`config.mk`:
```
export PLATFORM = sky130hd
export DESIGN_NAME = thumb_uart_dump
export DESIGN_NICKNAME = d
export VERILOG_FILES = /design/src/rtl/thumb_uart_dump_pkg.sv /design/src/rtl/uart_tx_byte.sv /design/src/rtl/thumb_uart_dump.sv
export SDC_FILE = /design/constraint.sdc
export NUM_CORES = 1
export LEC_CHECK = 0
export CAP_MARGIN = 20
export CORE_MARGIN = 2
export CORE_UTILIZATION = 41
export CTS_CLUSTER_DIAMETER = 40
export CTS_CLUSTER_SIZE = 8
export DETAILED_ROUTE_END_ITERATION = 10
export HOLD_SLACK_MARGIN = 0.08
export PLACE_DENSITY_LB_ADDON = 0.3
export SYNTH_ARGS = -nofsm -noshare
export SYNTH_HDL_FRONTEND = slang
export SYNTH_SLANG_ARGS = --single-unit
export TNS_END_PERCENT = 100
```
`constraint.sdc`:
```
create_clock -name clock -period 3.3 [get_ports clock]
set_clock_uncertainty 0.05 [all_clocks]
set_input_delay 0.495 -clock clock [delete_from_list [all_inputs] [get_ports clock]]
set_output_delay 0.495 -clock clock [all_outputs]
set_load 0.05 [all_outputs]
```
`src/rtl/thumb_uart_dump_pkg.sv`:
```
// thumb_uart_dump_pkg
// Shared definitions for the thumbnail UART dumper: thumbnail geometry,
// the two frame-header bytes and the sequencing state enumeration.
// No ports (package).
package thumb_uart_dump_pkg;

  localparam int THUMB_W = 40;
  localparam int THUMB_H = 30;

  localparam logic [7:0] HDR0 = 8'hA5;
  localparam logic [7:0] HDR1 = 8'h5A;

  typedef enum logic [2:0] {
    ST_IDLE,
    ST_HDR0,
    ST_HDR1,
    ST_FETCH,
    ST_LATCH,
    ST_SEND,
    ST_CSUM
  } dump_state_e;

endpackage

```
`src/rtl/uart_tx_byte.sv`:
```
// uart_tx_byte
// Single-byte 8N1 UART transmitter, LSB first, idle high. Each bit is held
// CLK_DIV clock cycles, so one byte occupies exactly 10*CLK_DIV cycles.
// Ports:
//   clock   in   sole clock
//   resetn  in   asynchronous active-low reset (forces tx high at once)
//   data    in   [7:0] byte to send, captured when valid && ready
//   valid   in   request to send data
//   ready   out  transmitter can take a byte this cycle
//   tx      out  serial line
module uart_tx_byte #(
  parameter int CLK_DIV = 104
) (
  input  logic       clock,
  input  logic       resetn,
  input  logic [7:0] data,
  input  logic       valid,
  output logic       ready,
  output logic       tx
);

  localparam int BW = (CLK_DIV > 1) ? $clog2(CLK_DIV) : 1;
  localparam logic [BW-1:0] BAUD_LAST = BW'(CLK_DIV - 1);

  logic          active_q;
  logic [BW-1:0] baud_q;
  logic [3:0]    bit_q;
  logic [8:0]    shift_q;
  logic          tx_q;
  logic          lastTick;

  assign lastTick = (baud_q == BAUD_LAST);

  // Ready is also raised in the final cycle of the stop bit so a waiting
  // byte starts right after the stop bit with no idle gap of our own.
  assign ready = !active_q || (lastTick && (bit_q == 4'd9));
  assign tx    = tx_q;

  // bit_q: 0 = start bit, 1..8 = data bits, 9 = stop bit. shift_q holds the
  // remaining data bits with the stop bit's 1 shifted in behind them.
  always_ff @(posedge clock or negedge resetn) begin
    if (!resetn) begin
      active_q <= 1'b0;
      baud_q   <= '0;
      bit_q    <= 4'd0;
      shift_q  <= '1;
      tx_q     <= 1'b1;
    end else if (valid && ready) begin
      active_q <= 1'b1;
      baud_q   <= '0;
      bit_q    <= 4'd0;
      shift_q  <= {1'b1, data};
      tx_q     <= 1'b0;
    end else if (active_q) begin
      if (lastTick) begin
        baud_q <= '0;
        if (bit_q == 4'd9) begin
          active_q <= 1'b0;
          bit_q    <= 4'd0;
          tx_q     <= 1'b1;
        end else begin
          bit_q   <= bit_q + 4'd1;
          tx_q    <= shift_q[0];
          shift_q <= {1'b1, shift_q[8:1]};
        end
      end else begin
        baud_q <= baud_q + BW'(1);
      end
    end
  end

endmodule

```
`src/rtl/thumb_uart_dump.sv`:
```
// thumb_uart_dump
// Streams one 40x30 thumbnail over UART on request: header A5 5A, the 1200
// pixels in row-major order read from an external synchronous buffer, then
// an 8-bit modulo-256 checksum of the pixels.
// Ports:
//   clock    in   sole clock (also clocks the buffer read port)
//   resetn   in   asynchronous active-low reset
//   start    in   one-cycle dump request, honoured only when idle
//   read_x   out  [5:0] buffer column 0..39
//   read_y   out  [4:0] buffer row 0..29
//   read_q   in   [7:0] buffer data, valid one clock after the address
//   uart_tx  out  serial output, 8N1, idle high
//   busy     out  dump in progress
//   done     out  one-cycle pulse when busy falls
module thumb_uart_dump
  import thumb_uart_dump_pkg::*;
#(
  parameter int CLK_DIV = 104
) (
  input  logic       clock,
  input  logic       resetn,
  input  logic       start,
  output logic [5:0] read_x,
  output logic [4:0] read_y,
  input  logic [7:0] read_q,
  output logic       uart_tx,
  output logic       busy,
  output logic       done
);

  localparam logic [5:0] X_LAST = 6'(THUMB_W - 1);
  localparam logic [4:0] Y_LAST = 5'(THUMB_H - 1);

  dump_state_e state_q;
  logic [5:0]  x_q;
  logic [4:0]  y_q;
  logic [7:0]  csum_q;
  logic        launch_q;
  logic        busy_q;
  logic        done_q;

  logic [5:0]  nextX_d;
  logic [4:0]  nextY_d;
  logic        lastPix;
  logic        txValid;
  logic        txReady;
  logic [7:0]  txData;

  assign read_x = x_q;
  assign read_y = y_q;
  assign busy   = busy_q;
  assign done   = done_q;

  // Row-major address step; x wraps into the next row, the final pixel
  // wraps back to (0,0) so the counters rest at zero when idle.
  always_comb begin
    nextX_d = x_q + 6'd1;
    nextY_d = y_q;
    if (x_q == X_LAST) begin
      nextX_d = '0;
      nextY_d = (y_q == Y_LAST) ? '0 : y_q + 5'd1;
    end
  end

  assign lastPix = (x_q == X_LAST) && (y_q == Y_LAST);

  // Byte offered to the transmitter. Pixels go straight from the buffer
  // during LATCH (the transmitter captures them), which keeps the pixel
  // overhead to the FETCH and LATCH cycles alone. Fixed bytes are offered
  // while launch_q is set, until the transmitter takes them.
  always_comb begin
    txValid = 1'b0;
    txData  = csum_q;
    unique case (state_q)
      ST_HDR0: begin
        txValid = launch_q;
        txData  = HDR0;
      end
      ST_HDR1: begin
        txValid = launch_q;
        txData  = HDR1;
      end
      ST_LATCH: begin
        txValid = 1'b1;
        txData  = read_q;
      end
      ST_CSUM: begin
        txValid = launch_q;
        txData  = csum_q;
      end
      default: begin
        txValid = 1'b0;
        txData  = csum_q;
      end
    endcase
  end

  // Sequencer. Once a byte has been handed over, txReady next rises in the
  // last stop-bit cycle, which is taken as "byte complete".
  // done_q blocks a start arriving in the done cycle itself.
  always_ff @(posedge clock or negedge resetn) begin
    if (!resetn) begin
      state_q  <= ST_IDLE;
      x_q      <= '0;
      y_q      <= '0;
      csum_q   <= '0;
      launch_q <= 1'b0;
      busy_q   <= 1'b0;
      done_q   <= 1'b0;
    end else begin
      done_q <= 1'b0;
      unique case (state_q)
        ST_IDLE: begin
          if (start && !done_q) begin
            state_q  <= ST_HDR0;
            launch_q <= 1'b1;
            busy_q   <= 1'b1;
            csum_q   <= '0;
            x_q      <= '0;
            y_q      <= '0;
          end
        end
        ST_HDR0: begin
          if (launch_q) begin
            if (txReady) launch_q <= 1'b0;
          end else if (txReady) begin
            state_q  <= ST_HDR1;
            launch_q <= 1'b1;
          end
        end
        ST_HDR1: begin
          if (launch_q) begin
            if (txReady) launch_q <= 1'b0;
          end else if (txReady) begin
            state_q <= ST_FETCH;
          end
        end
        ST_FETCH: begin
          state_q <= ST_LATCH;
        end
        ST_LATCH: begin
          csum_q  <= csum_q + read_q;
          state_q <= ST_SEND;
        end
        ST_SEND: begin
          if (txReady) begin
            x_q <= nextX_d;
            y_q <= nextY_d;
            if (lastPix) begin
              state_q  <= ST_CSUM;
              launch_q <= 1'b1;
            end else begin
              state_q <= ST_FETCH;
            end
          end
        end
        ST_CSUM: begin
          if (launch_q) begin
            if (txReady) launch_q <= 1'b0;
          end else if (txReady) begin
            state_q <= ST_IDLE;
            busy_q  <= 1'b0;
            done_q  <= 1'b1;
          end
        end
        default: begin
          state_q <= ST_IDLE;
        end
      endcase
    end
  end

  uart_tx_byte #(
    .CLK_DIV(CLK_DIV)
  ) u_tx (
    .clock (clock),
    .resetn(resetn),
    .data  (txData),
    .valid (txValid),
    .ready (txReady),
    .tx    (uart_tx)
  );

endmodule

```
==> impl_metrics.ini, run 1 <==
[run_status]
outcome = completed

[clock_tree]
clock_path_buffers = 2
tritoncts_clock_tree = built
cts.reportedPaths.clkPinSlew_ns = 0.09
h-tree-depth = 2
cts-resized-gates = 0
clkLatencyLatePin_ns = 0.31
clock-root-buffer = sky130_fd_sc_hd__clkbuf_8
numClockSinks = 46
cts-buffers-inserted = 5

[timing]
slew_violations = 0
setup_tns_ns = 0
hold_violations = 0
fin_hold_ws_ns = 0.417
max_slew_margin = 0.622
max_freq_mhz = 443
setup_repair_after_global_routing_missed_its_margin = false
slew_at_the_pin_closest_to_its_max_slew_limit_ns = 0.567
final_min_period_over_clock_period = 0.684
finalSetupViolations = 0
min_period_ns = 2.26

[worst_setup_path]
worst_r2r_endpoint = csum_q[7]$_DFFE_PN0P_
critical_path_arrival_ns = 2.39
cp.buffers_inverters = 1
timing.critical_path.depth = 8
path_max_fanout = 2
r2r.worst_path.cells = 5
reg2reg_setup_slack_ns = 1.08
setup.worst_path.class = in2reg
timing.critical_path.from_type = input pin
critical_path_top_delay_cell = sky130_fd_sc_hd__clkdlybuf4s50_1
critical-path-top-delay-family = compound AO/OA/AOI/OAI gates
cp_cell_sequence = clkdlybuf4s50_1 -> ha_1 -> fa_1 -> a21o_1 -> a21oi_1 -> o211ai_1 -> xnor2_1 -> o22ai_1
critical_path.endpoint_type = flip-flop
reg2reg_from = state_q[0]$_DFFE_PN0P_
cp_data_required_time_ns = 3.43
critical-path-max-stage-delay_ns = 0.43

[power]
ir_drop_uv = 184
clock_power_share = 0.350
p_seq_frac = 0.500
p_per_area_mw_per_mm2 = 361
combPwrFrac = 0.150
net-switching-power_mw = 0.332
power.share.switching = 0.269
total_leakage_power_nw = 1.49
p_int_mw = 0.905

[yosys]
postSynth.topFlopCell = sky130_fd_sc_hd__dfrtp_1
syn-mean-instance-area_um2 = 8.94
synth_top_cells_by_area = sky130_fd_sc_hd__dfrtp_1 31%, sky130_fd_sc_hd__dfstp_2 8.0%, sky130_fd_sc_hd__ha_1 6.4%, sky130_fd_sc_hd__nand2_1 5.5%, sky130_fd_sc_hd__o21ai_0 4.4%
post-synth-top-area-fraction = 0.314
synth.yosys.warnings = 0
synthDistinctLibCells = 58
syn-cell-area_mm2 = 0.00295
edff_count_synth = 0
synth_seq_cells = 46
synth_top_cell_by_area = sky130_fd_sc_hd__dfrtp_1
synth_fp_nets = 357
syn-instance-count = 330
synthArstFlopShare = 1.00
seq_area_frac_synth = 0.394

[cells_and_area]
post_route_cells_drive_above_1_share = 0.104
antenna-diode-count = 0
register_area_mm2 = 0.00116
final_cell_count_no_fill = 452
layout_utilization = 0.499
finalNetCount = 382
final_area_mm2 = 0.00343
multi_input_combinational_cell_area_mm2 = 0.00168
syn_to_final_growth_pct = 16.3
fill_cells = 668

[global_routing]
grt_pass1_vias = 2364
global_route.overflow_total = 0
globalRouteTotalUtil = 0.174
grt_max_degree = 47
first_pass_grt_wire_length_um = 10800
grt_antenna_before_repair = 0

[floorplanning]
die-height_um = 88.8
initial_utilization = 0.429
dieArea_mm2 = 0.00789
core-area_mm2 = 0.00687
floorplan.die.width_um = 88.8
design.portCount = 25
core.rowCount = 30

[routing]
drc = 0
routed_wirelength_um = 6310
ant_nets = 0
detail_route.vias_per_cell = 5.51
first_iter_violations = 108
wire_per_inst_um = 14.0
drt_pre_antenna_iters = 5
vias = 2492

[worst_hold_path]
path_class_of_the_lowest_slack_min_delay_path = reg2reg
hold_path.startpoint = u_tx.shift_q[1]$_DFFE_PN1P_
whs_endpoint = u_tx.shift_q[1]$_DFFE_PN1P_
hold_depth = 2

[placed_design]
numPortBuffers = 24
dp.cells = 442
hpwl_um = 4540
place_congestion = 0.808
post_dp_cell_area_mm2 = 0.00329

[flow_run]
number_of_maximum_capacitance_constraint_violations = 0
==> Yosys cell counts, types with 3 or more instances <==
cell / n
sky130_fd_sc_hd__dfstp_2: 9
sky130_fd_sc_hd__and3_1: 5
sky130_fd_sc_hd__clkbuf_1: 9
sky130_fd_sc_hd__o31ai_1: 5
sky130_fd_sc_hd__nand3_1: 19
sky130_fd_sc_hd__or3_1: 3
sky130_fd_sc_hd__inv_1: 11
sky130_fd_sc_hd__a31oi_1: 4
sky130_fd_sc_hd__a22o_1: 3
sky130_fd_sc_hd__mux2i_1: 11
sky130_fd_sc_hd__o31ai_2: 3
sky130_fd_sc_hd__a32oi_1: 3
sky130_fd_sc_hd__buf_2: 3
sky130_fd_sc_hd__o21ai_2: 3
sky130_fd_sc_hd__dfrtp_1: 37
sky130_fd_sc_hd__nand2b_1: 5
sky130_fd_sc_hd__nor2_1: 15
sky130_fd_sc_hd__ha_1: 15
sky130_fd_sc_hd__and2_1: 3
sky130_fd_sc_hd__nand4_1: 3
sky130_fd_sc_hd__nor4bb_1: 4
sky130_fd_sc_hd__nand2_1: 43
sky130_fd_sc_hd__o21a_1: 3
sky130_fd_sc_hd__a21oi_1: 19
sky130_fd_sc_hd__xnor2_1: 4
sky130_fd_sc_hd__o21ai_1: 18
sky130_fd_sc_hd__o22ai_1: 8
sky130_fd_sc_hd__o21ai_0: 26
==> per-stage QoR <==
step,power [mW],worst slack (ns)
2_1_floorplan,0.752,1.24
3_3_place_gp,0.807,0.779
3_5_place_dp,0.813,0.726
4_1_cts,1.25,1.05
5_1_grt,1.31,0.906
6_report,1.24,1.04
==> routing by layer <==
layer | global-route usage | part of all wire | up-vias
li1 | - | - | 1250
met1 | 0.228 | 0.48 | 1198
met2 | 0.288 | 0.48 | 37
met3 | 0.0336 | 0.029 | 7
met4 | 0.0592 | 0.013 | 0
met5 | 0 | 0 | -
==> cells by family after synthesis <==
kind of cell | Yosys count | synth area share
multiplexers | 12 | 0.0412
adder cells (fa/ha/maj) | 17 | 0.0738
buffers and inverters | 26 | 0.0361
AND/OR/NAND/NOR | 115 | 0.202
AO/OA/AOI/OAI | 108 | 0.235
XOR/XNOR | 6 | 0.0178
flip-flops | 46 | 0.394
==> worst max-delay path by stage <==
stage / startpoint / to / slack [ns]
5_1_grt: state_q[0]$_DFFE_PN0P_ / state_q[0]$_DFFE_PN0P_ / 0.91
6_report: read_q[0] / csum_q[6]$_DFFE_PN0P_ / 1.04
3_5_place_dp: read_q[0] / csum_q[6]$_DFFE_PN0P_ / 0.73
3_3_place_gp: read_q[0] / csum_q[6]$_DFFE_PN0P_ / 0.78
2_1_floorplan: read_x[1]$_DFFE_PN0P_ / read_y[3]$_DFFE_PN0P_ / 1.24
4_1_cts: read_q[0] / csum_q[6]$_DFFE_PN0P_ / 1.05
==> worst reg2reg max path, cell delays in order, from the launching register on <==
cell and delay [ns]:
sky130_fd_sc_hd__dfrtp_1 0.51, sky130_fd_sc_hd__buf_4 0.25, sky130_fd_sc_hd__nor2_1 0.38, sky130_fd_sc_hd__nand2_1 0.38, sky130_fd_sc_hd__nor3_1 0.36, sky130_fd_sc_hd__mux2i_1 0.21
==> cell usage in the layout (no fill, tap or decap), drive strengths merged, types with 3 or more instances in the layout <==
| master | n |
|---|---|
| o21a | 3 |
| nor4bb | 4 |
| nand3 | 19 |
| a31oi | 4 |
| and2 | 3 |
| xnor2 | 4 |
| nand4 | 3 |
| dfrtp | 37 |
| ha | 15 |
| and3 | 5 |
| a32oi | 3 |
| nand2 | 44 |
| clkbuf | 6 |
| buf | 7 |
| o31ai | 8 |
| clkdlybuf4s50 | 23 |
| dfstp | 9 |
| a22o | 3 |
| o22ai | 8 |
| nor2 | 16 |
| a21oi | 20 |
| mux2i | 11 |
| o21ai | 47 |
| nand2b | 5 |
| inv | 13 |
| or3 | 3 |
==> repair_timing <==
item                       CTS  global route
buffers inserted             0             0
hold endpoints to repair     0            15
hold buffers                 0             1
setup endpoints to repair    0             0
==> power by group through the flow <==
| stage | combinational [mW] | sequential [mW] | clock (mW) |
|---|---|---|---|
| final | 0.185 | 0.619 | 0.434 |
| after global routing | 0.209 | 0.623 | 0.473 |
| after floorplan | 0.130 | 0.623 | 0 |
| after CTS | 0.184 | 0.619 | 0.449 |
| after detailed placement | 0.183 | 0.630 | 0 |
| after global placement | 0.179 | 0.628 | 0 |
==> final cells by class <==
cell class | count | area share
multi-input cells | 258 | 0.490
flip-flops and latches | 46 | 0.339
repair buffers | 31 | 0.0883
well taps | 96 | 0.0350
clock buffers | 6 | 0.0212
inverters | 13 | 0.0157
clock inverters | 2 | 0.0109
==> state kept, by name, summed over array words and instances (netlist names) <==
register	cells
read_x	6
busy	1
launch_q	1
done	1
csum_q	8
u_tx.baud_q	7
u_tx.shift_q	8
u_tx.bit_q	4
u_tx.active_q	1
u_tx.tx	1
state_q	3
read_y	5
Power figures use the tool's default switching activity.
==> inputs of run 2 (changes only) <==
- clock period: 3.3 -> 1.9 ns (I/O delays scaled with it)
==> run 2 against run 1 <==
Against the previous run:
- sequential share of layout area fell by 4.1 points
- total power rose by 81%
- first-iteration DRC count rose by 72%
- sequential cell count did not move
- clock power rose by 69%
- cell count rose by 10%
- global-route usage rose by 1.2 points
- core utilization rose by 7.1 points
- design area rose by 14%
==> impl_metrics.ini, run 2 (same netlist as run 1, synthesis figures left out) <==
[power]
post-layout-total-power_mw = 2.24
p_seq_frac = 0.476
p_int_mw = 1.64
combPwrFrac = 0.197
ir_drop_uv = 315
p_per_area_mw_per_mm2 = 573
net-switching-power_mw = 0.600
total_leakage_power_nw = 1.84
clock_power_share = 0.328
power.share.switching = 0.267

[worst_setup_path]
r2r.worst_path.cells = 8
worst_r2r_endpoint = state_q[0]$_DFFE_PN0P_
path_max_fanout = 6
critical_path_arrival_ns = 2.03
critical_path.endpoint_type = flip-flop
timing.critical_path.from_type = flip-flop
setup.worst_path.class = reg2reg
reg2reg_from = u_tx.baud_q[0]$_DFFE_PN0P_
reg2reg_setup_slack_ns = 0.01
cp_data_required_time_ns = 2.04

[clock_tree]
cts-buffers-inserted = 5
cts.reportedPaths.clkPinSlew_ns = 0.09
clock_path_buffers = 2
h-tree-depth = 2
numClockSinks = 46
tritoncts_clock_tree = built
clkLatencyLatePin_ns = 0.30
clock-root-buffer = sky130_fd_sc_hd__clkbuf_8

[cells_and_area]
finalNetCount = 428
layout.cells.most_common_list = 55 x sky130_fd_sc_hd__buf_4, 43 x sky130_fd_sc_hd__nand2_1, 33 x sky130_fd_sc_hd__dfrtp_1
final_cell_count_no_fill = 498
syn_to_final_growth_pct = 32.8
antenna-diode-count = 0
biggestRegsByFlops = csum_q: 8 flops, u_tx.shift_q: 8 flops, u_tx.baud_q: 7 flops
post_route_cells_drive_above_1_share = 0.281
most_common_library_cell_in_the_layout_ignoring_fill_and_taps = sky130_fd_sc_hd__buf_4
final_area_mm2 = 0.00392
layout_utilization = 0.570

[run_status]
outcome = completed

[timing]
setup_tns_ns = 0
max_slew_margin = 0.665
final_min_period_over_clock_period = 0.993
fin_hold_ws_ns = 0.377
final.setup.worst_slack_ns = 0.0140
finalSetupViolations = 0
slew_violations = 0
setup_repair_after_global_routing_missed_its_margin = true
hold_violations = 0
slew_at_the_pin_closest_to_its_max_slew_limit_ns = 0.501
max_freq_mhz = 530
min_period_ns = 1.89

[routing]
wire_per_inst_um = 14.4
drt_pre_antenna_iters = 4
routed_wirelength_um = 7160
ant_nets = 0
drc = 0
detail_route.vias_per_cell = 5.49
vias = 2734
first_iter_violations = 186

[floorplanning]
core-area_mm2 = 0.00687
initial_utilization = 0.429
die-height_um = 88.8
floorplan.die.width_um = 88.8
design.portCount = 25
core.rowCount = 30
dieArea_mm2 = 0.00789

[placed_design]
place_congestion = 0.852
numPortBuffers = 24
dpl_worst_slack_ns = -0.422
hpwl_um = 5180
dp.cells = 485
post_dp_cell_area_mm2 = 0.00363

[global_routing]
grt_max_degree = 20
first_pass_grt_wire_length_um = 11700
global_route.overflow_total = 0
grt_antenna_before_repair = 0
globalRouteTotalUtil = 0.187
grt_pass1_vias = 2476

[worst_hold_path]
path_class_of_the_lowest_slack_min_delay_path = in2async

[flow_run]
number_of_maximum_capacitance_constraint_violations = 0
run 2: timing repair:
item	CTS	global route
setup endpoints to repair	7	37
hold buffers	1	0
hold endpoints to repair	14	0
resized for setup	6	31
gates cloned	0	0
pin swaps	1	8
setup buffers	2	2
run 2: worst max-delay path, cell delays in order (launching register included):
cell and delay (ns):
sky130_fd_sc_hd__dfrtp_1 0.44, sky130_fd_sc_hd__ha_4 0.19, sky130_fd_sc_hd__nand3_4 0.11, sky130_fd_sc_hd__nor2_8 0.05
sky130_fd_sc_hd__a21oi_4 0.16, sky130_fd_sc_hd__clkinv_4 0.13, sky130_fd_sc_hd__o21ai_4 0.28, sky130_fd_sc_hd__nor2_4 0.06
sky130_fd_sc_hd__mux2_4 0.30
run 2: power by group through the flow:
stage | clock [mW] | sequential [mW] | combinational [mW]
4_1_cts | 0.747 | 1.07 | 0.428
6_report | 0.735 | 1.07 | 0.442
3_5_place_dp | 0 | 1.09 | 0.418
2_1_floorplan | 0 | 1.08 | 0.225
5_1_grt | 0.790 | 1.07 | 0.492
3_3_place_gp | 0 | 1.08 | 0.400
run 2: worst max-delay path by stage:
stage / from / end / slack (ns) / cells after the start
2_1_floorplan: u_tx.baud_q[4]$_DFFE_PN0P_ / read_x[5]$_DFFE_PN0P_ / -0.01 / 7
3_3_place_gp: read_q[0] / csum_q[6]$_DFFE_PN0P_ / -0.35 / 8
3_5_place_dp: read_q[0] / csum_q[6]$_DFFE_PN0P_ / -0.42 / 8
4_1_cts: u_tx.baud_q[4]$_DFFE_PN0P_ / read_x[5]$_DFFE_PN0P_ / 0.007 / 7
5_1_grt: u_tx.baud_q[0]$_DFFE_PN0P_ / state_q[0]$_DFFE_PN0P_ / -0.05 / 8
6_report: u_tx.baud_q[0]$_DFFE_PN0P_ / state_q[0]$_DFFE_PN0P_ / 0.01 / 8
run 2: area by class of cell:
type                    count  area [um^2]
repair buffers             77          642
fillers                   601         2950
inverters                  13         53.8
multi-input cells         258         1830
clock buffers               7         76.3
flip-flops and latches     46         1170
clock inverters             1         30.0
well taps                  96          120
run 2: routing by layer:
layer,track usage,vias to the layer above,part of all wire
met2,0.303,62,0.48
met5,0,-,0
li1,-,1348,-
met4,0.0496,0,0.017
met1,0.260,1313,0.47
met3,0.0289,11,0.041
